[src/rtl/digit_scan_mux.sv]
// Time-multiplexed N-digit seven-segment scanner with per-digit blank/blink,
// 8-level in-slot brightness, a ghosting guard cycle and a frame-start strobe.
module digit_scan_mux #(
  parameter int               NUM_DIGITS        = 4,
  parameter int               SEG_W             = 8,
  parameter int               TICK_DIV          = 50000,
  parameter int               BLINK_DIV         = 128,
  parameter logic [SEG_W-1:0] SEG_OFF           = 8'hFF,
  parameter bit               ENABLE_ACTIVE_LOW = 1'b1
) (
  input  logic                        clk,
  input  logic                        rst,
  input  logic [NUM_DIGITS*SEG_W-1:0] digits_in,
  input  logic [NUM_DIGITS-1:0]       blank_mask,
  input  logic [NUM_DIGITS-1:0]       blink_mask,
  input  logic [2:0]                  brightness,
  output logic [SEG_W-1:0]            out,
  output logic [NUM_DIGITS-1:0]       enable,
  output logic                        frame_start
);

  localparam int TW   = $clog2(TICK_DIV);
  localparam int SW   = $clog2(NUM_DIGITS);
  localparam int FW   = (BLINK_DIV > 1) ? $clog2(BLINK_DIV) : 1;
  localparam int UNIT = TICK_DIV / 8;
  localparam logic [NUM_DIGITS-1:0] EN_OFF = ENABLE_ACTIVE_LOW ? '1 : '0;

  logic [TW-1:0]         tick_q, tick_d;
  logic [SW-1:0]         slot_q, slot_d;
  logic [FW-1:0]         frame_q, frame_d;
  logic                  blink_off_q, blink_off_d;
  logic [2:0]            bright_q, bright_d;
  logic                  frame_pend_q, frame_pend_d;
  logic [SEG_W-1:0]      out_q, out_d;
  logic [NUM_DIGITS-1:0] enable_q, enable_d;
  logic                  frame_start_q, frame_start_d;

  logic                  tick_wrap, slot_wrap, frame_wrap;
  logic [SEG_W-1:0]      seg_sel;
  logic [NUM_DIGITS-1:0] onehot;
  logic                  dark;
  logic [TW:0]           on_len;
  logic                  lit;

  // Scan counters: tick within slot, slot within frame, frame within blink phase.
  always_comb begin
    tick_wrap  = (tick_q == TW'(TICK_DIV - 1));
    slot_wrap  = tick_wrap && (slot_q == SW'(NUM_DIGITS - 1));
    frame_wrap = slot_wrap && (frame_q == FW'(BLINK_DIV - 1));

    tick_d = tick_wrap ? '0 : tick_q + 1'b1;

    slot_d = slot_q;
    if (tick_wrap) slot_d = slot_wrap ? '0 : slot_q + 1'b1;

    frame_d = frame_q;
    if (slot_wrap) frame_d = frame_wrap ? '0 : frame_q + 1'b1;

    blink_off_d  = blink_off_q ^ frame_wrap;
    bright_d     = tick_wrap ? brightness : bright_q;
    // High exactly while the counters sit on slot 0 tick 0 after a real wrap.
    frame_pend_d = slot_wrap;
  end

  // NOTE: every variable gets a default before the loop so no latch is inferred.
  always_comb begin
    seg_sel = SEG_OFF;
    onehot  = '0;
    dark    = 1'b1;
    for (int i = 0; i < NUM_DIGITS; i++) begin
      if (slot_q == SW'(i)) begin
        seg_sel   = digits_in[i*SEG_W +: SEG_W];
        onehot[i] = 1'b1;
        dark      = blank_mask[i] | (blink_mask[i] & blink_off_q);
      end
    end

    on_len = (TW + 1)'((32'(bright_q) + 32'd1) * 32'(UNIT));
    lit    = (tick_q != '0) && ({1'b0, tick_q} < on_len) && !dark;

    out_d         = lit ? seg_sel : SEG_OFF;
    enable_d      = lit ? (ENABLE_ACTIVE_LOW ? ~onehot : onehot) : EN_OFF;
    frame_start_d = frame_pend_q;
  end

  // NOTE: sequential state uses non-blocking assignments only; rst is sampled on the clock edge.
  always_ff @(posedge clk) begin
    if (rst) begin
      tick_q        <= '0;
      slot_q        <= '0;
      frame_q       <= '0;
      blink_off_q   <= 1'b0;
      bright_q      <= 3'd7;
      frame_pend_q  <= 1'b0;
      out_q         <= SEG_OFF;
      enable_q      <= EN_OFF;
      frame_start_q <= 1'b0;
    end else begin
      tick_q        <= tick_d;
      slot_q        <= slot_d;
      frame_q       <= frame_d;
      blink_off_q   <= blink_off_d;
      bright_q      <= bright_d;
      frame_pend_q  <= frame_pend_d;
      out_q         <= out_d;
      enable_q      <= enable_d;
      frame_start_q <= frame_start_d;
    end
  end

  assign out         = out_q;
  assign enable      = enable_q;
  assign frame_start = frame_start_q;

endmodule

[config.mk]
export PLATFORM = sky130hd
export DESIGN_NAME = digit_scan_mux
export DESIGN_NICKNAME = d
export VERILOG_FILES = /design/src/rtl/digit_scan_mux.sv
export SDC_FILE = /design/constraint.sdc
export NUM_CORES = 1
export LEC_CHECK = 0
export BUFFER_PORTS_ARGS = -buffer_cell sky130_fd_sc_hd__clkbuf_2
export CAP_MARGIN = 15
export CORE_MARGIN = 3
export CORE_UTILIZATION = 60
export CTS_CLUSTER_DIAMETER = 100
export DETAILED_ROUTE_END_ITERATION = 12
export PLACE_DENSITY = 0.95
export SLEW_MARGIN = 20
export SYNTH_ARGS = -nofsm -noshare
export SYNTH_HDL_FRONTEND = slang
export SYNTH_SLANG_ARGS = --single-unit
[constraint.sdc]
create_clock -name clk -period 9.6 [get_ports clk]
set_input_delay 0.48 -clock clk [delete_from_list [all_inputs] [get_ports clk]]
set_output_delay 0.48 -clock clk [all_outputs]
set_load 0.01 [all_outputs]
# Word-level counts from Yosys, hierarchy flattened
# Index checks and enable logic that the tools add are counted.
[totals]
ff_bits = 43
output_inout_bits = 13
[op_classes]
add_sub_neg = 4
n_mul = 1
order_cmp = 1
n_eq_ne = 5
mux = 14
bitwise = 11
n_reduce_logical = 9
[ops]
columns = ["operator", "count"]
rows = [
  ["$mux 8", 4],
  ["$lt 16x17->1", 1],
  ["$add 16x1->16 const B", 1],
  ["$eq 16x16->1 const B", 1],
  ["$mul 4x12->16 const B", 1],
  ["$reduce_bool 16->1", 1],
  ["$mux 1", 8],
  ["$add 7x1->7 const B", 1],
  ["$eq 7x7->1 const B", 1],
  ["$mux 7", 1],
  ["$add 3x1->4 const B", 1],
  ["$and 1x1->1", 4],
  ["$eq 2x2->1 const B", 2],
  ["$logic_and 1x1->1", 4],
  ["$not 4->4", 1],
  ["$or 1x1->1", 4],
  ["$reduce_or 2->1", 2],
  ["$add 2x1->2 const B", 1],
  ["$eq 2x1->1 const B", 1],
  ["$logic_not 2->1", 1],
  ["$mux 2", 1],
  ["$logic_not 1->1", 1],
  ["$not 1->1", 1],
  ["$xor 1x1->1", 1],
]

# Longest topological paths before layout
[depth]
depth_word = 10
ltp_mapped = 18
mapped_depth_nobuf = 16

# Worst setup path before layout
# No wires, ideal clock.
[synth_timing]
path_kind = "register to register"
startpoint = "register bright_q[0]"
endpoint = "register enable_q[2] (netlist: enable[2])"
setup_ns = 0.129
arrival_ns = 3.726
setup_slack_ns = 5.744
stages_incl_launch_ff = 18
path_cell_list = "dfxtp_1 buf_2 inv_1 ha_1 ha_1 ha_1 ha_1 a21oi_1 o21ai_0 a221oi_1 xnor2_1 ha_1 a21o_1 a21oi_1 o21ai_0 o32ai_2 buf_6 nand3b_1"
[synth_via]
elab_chain_cells = 7
[synth_rtl]
columns = ["item", "line_no", "text"]
rows = [
  ["from (decl)", "32", "logic [2:0] bright_q, bright_d;"],
  ["from (signal assigned)", "103", "bright_q <= bright_d;"],
  ["$add 3x1->4", "78", "on_len = (TW + 1)'((32'(bright_q) + 32'd1) * 32'(UNIT));"],
  ["$mul 4x12->16", "78", ""],
  ["$lt 16x17->1", "79", "lit = (tick_q != '0) && ({1'b0, tick_q} < on_len) && !dark;"],
  ["$logic_and 1x1->1 (2 in series)", "79", ""],
  ["$not 1->1 (no source line)", "n/a", ""],
  ["$reduce_or 2->1 (no source line)", "n/a", ""],
  ["to (signal assigned)", "106", "enable_q <= enable_d;"],
  ["to (decl)", "35", "logic [NUM_DIGITS-1:0] enable_q, enable_d;"],
]
# Every way passes these cells.
# A chain may end at the register's enable or synchronous reset.

# Final worst setup path
[layout_timing]
startpoint = "register bright_q[0]"
endpoint = "register enable_q[0] (netlist: enable[0])"
# The elaborated chain is that of the path after synthesis.

==> impl_metrics.tcl <==
set metrics [dict create \
    path_delay_family "compound AO/OA/AOI/OAI gates" \
    netlist_area_um2 2984 \
    synth_edf_count 0 \
    cts.sinks 43 \
    placed_cells 454 \
    min-delay-start "digits_in[27]" \
    rsz0062_at_grt "false" \
    via_per_inst 6.015 \
    io_pins 58 \
    min_period_ps 4647 \
    finalWirelength_mm 7.344 \
    worstSetupEndpointType "flop" \
    drv_cap 0 \
    die-area_um2 5856 \
    hp-class "input port to flop" \
    async_flop_share_pct 0 \
    fin_tns_setup_ps 0 \
    core_um2 4755 \
    htreeDepth 2 \
    critical_path_required_ps 9740 \
    dp_hpwl_mm 5.617 \
    p_int_uw 254.6 \
    grt_pass1_vias 2809 \
    p_seq_share_pct 54.9 \
    yosys_warnings 0 \
    via_count 2773 \
    ys_types 54 \
    netlist_instances 347 \
    cp.buffers_inverters 1 \
    most-common-layout-cells "clkbuf_2, dfxtp_1, ha_1" \
    status "finished, final reports clean" \
    die_y_um 76.53 \
    start_kind "flop" \
    maxSlewViolCount 0 \
    instances_no_fill 461 \
    drc 0 \
    wire_per_inst_um 15.93 \
    postCtsSetupBuffers 0 \
    clk_latency_ps 300 \
    worstPathMaxFanout 12 \
    p_comb_share_pct 9.0 \
    p_sw_uw 79.85 \
    nets 475 \
    clock-root-buffer "clkbuf_8" \
    place.gp.congestion 0.9123 \
    min_path_cells 3 \
    hold_viol_final 0 \
    cts-resized-gates 0 \
    clkPwrFrac_pct 36.1 \
    fin_crit_sh_pct 48.41 \
    slowest_stage "o32ai_2" \
    ff2ff_setup_slack_ps 4950 \
    pwr_density_cell_nw_per_um2 99.51 \
    peakVddDrop_mv 0.06720 \
    critical_path_class "flop to flop" \
    grt_use_total_pct 25.53 \
    worst_pin_slew_ps 735.1 \
    r2r-start "bright_q[0]" \
    critPathMaxStageDelay_ps 670 \
    synth_nets 428 \
    n_fill_cell 367 \
    avgSynthCellArea_um2 8.600 \
    final_common_cell "clkbuf_2" \
    clock_skew_ps 11.15 \
    grt_first_pass_wirelength_mm 12.36 \
    synth_seq_cells 43 \
    syn_to_final_growth_pct 12.62 \
    switching_share_pct 23.88 \
    total_power_uw 334.4 \
    holdBufCountCts 0 \
    firstDrtPassIters 4 \
    setup_viol 0 \
    ant_nets 0 \
    grt_overflow 0 \
    yosysSeqAreaShare_pct 28.85 \
    antenna_found_initial 0 \
    die_w_um 76.53 \
    fp-row-count 25 \
    r2r_end "enable[0]" \
    max_freq_mhz 215.2 \
    cts_inserted_buffers 5 \
    n_antenna_cell 0 \
    max_slew_margin_pct 51.00 \
    r2r_cells 15 \
    port_buffers 57 \
    cp_cell_sequence "inv_1, ha_1, ha_1, ha_1, ha_1, a21oi_1, o21ai_0, a221oi_1, xnor2_1, ha_1, a21o_1, a21oi_1, o21ai_0, o32ai_2, nand3b_1" \
    tritoncts "done" \
    drive_above_1_share_pct 19.54 \
    cts.path.max_buffers 2 \
    start_util_pct 62.76 \
    min_to "out[3]" \
    clk_pin_slew_ps 90 \
    grt_start_max_net_pins 21 \
    cpMostUsedCell "ha_1" \
    synth_flop_cell "dfxtp_1" \
    drtIter0Drc 204 \
    power_leakage_nw 1.481 \
    critPathArrivalTime_ps 4790 \
]
power groups by stage:
stage               Combinational [mW]  Clock [mW]  Sequential [mW]
finish                          0.0302       0.121            0.184
detailed placement              0.0297           0            0.188
global placement                0.0284           0            0.187
floorplan                       0.0154           0            0.188
CTS                             0.0300       0.123            0.184
global route                    0.0334       0.130            0.184
through the flow:
stage	setup WS (ps)	util (%)	cell area, µm²	hold WS, ps
final	4953	70.68	3361	428.0
after global routing	4721	70.68	3361	441.7
after CTS	4980	70.55	3354	418.2
after detailed placement	5012	68.63	3263	434.6
after global placement	5306	68.63	3263	423.0
after floorplan	5744	-	2984	413.8
worst reg2reg max path, delay by kind of cell (launching register included):
| kind | cells | cell delay [ps] |
|---|---|---|
| and+or+nand+nor | 1 | 160 |
| AOI/OAI and AO/OA | 7 | 1790 |
| adders and majority gates | 5 | 1630 |
| DFF | 1 | 540 |
| xor gates and xnor gates | 1 | 170 |
| buffers and inverters | 1 | 220 |
registers in the layout (all words and copies together), names as in the netlist:
signal and flops:
tick_q 16, out 8, frame_q 7, enable 4, bright_q 3, slot_q 2
blink_off_q 1, frame_pend_q 1, frame_start 1
worst max path at each step:
| stage | startpoint | endpoint | slack, ps | depth (start not counted) |
|---|---|---|---|---|
| 2_1_floorplan | bright_q[0] | enable[2] | 5740 | 17 |
| 3_3_place_gp | bright_q[0] | out[2] | 5310 | 15 |
| 3_5_place_dp | bright_q[0] | out[0] | 5010 | 15 |
| 4_1_cts | bright_q[0] | enable[0] | 4980 | 15 |
| 5_1_grt | bright_q[0] | out[4] | 4720 | 14 |
| 6_report | bright_q[0] | enable[0] | 4950 | 15 |
synthesized netlist by cell type (10+ instances only):
| cell | instances | area share (%) |
|---|---|---|
| a21oi_1 | 19 | 3.2 |
| and3_1 | 11 | 2.3 |
| dfxtp_1 | 43 | 29 |
| ha_1 | 36 | 15 |
| inv_1 | 24 | 3.0 |
| nand2_1 | 19 | 2.4 |
| nand3b_1 | 10 | 2.5 |
| nand4_1 | 16 | 3.4 |
| nor2_1 | 34 | 4.3 |
| o21ai_0 | 13 | 2.2 |
| xnor2_1 | 15 | 4.4 |
| xor2_1 | 12 | 3.5 |
cells by family (layout without fill, tap and decap cells):
group                    after synthesis  in the layout  share of synthesized area (%)
AND/OR/NAND/NOR                      127            127                          23.82
adder cells (fa/ha/maj)               36             36                          15.09
multiplexers                           1              1                         0.3354
AO/OA/AOI/OAI                         70             70                          16.56
XOR/XNOR                              29             29                          9.308
flip-flops                            43             43                          28.85
buffers and inverters                 41             88                          6.038
layout make-up:
type	instances	area, µm²	area share, %
clock buffers	6	82.58	2.457
clock inverters	1	8.758	0.2606
inverters	24	90.09	2.681
multi-input cells	263	1949	58.00
flip-flops and latches	43	860.8	25.61
well taps	67	83.83	2.494
repair buffers	57	285.3	8.488
per-layer routing:
layer,up-vias,track usage (%),share of wire (%)
met5,-,0,0
met4,0,12.68,3.5
met3,29,6.383,6.6
met2,121,44.64,49
met1,1272,28.72,41
li1,1351,-,-
Note: power is estimated with default switching activity, not from simulation.
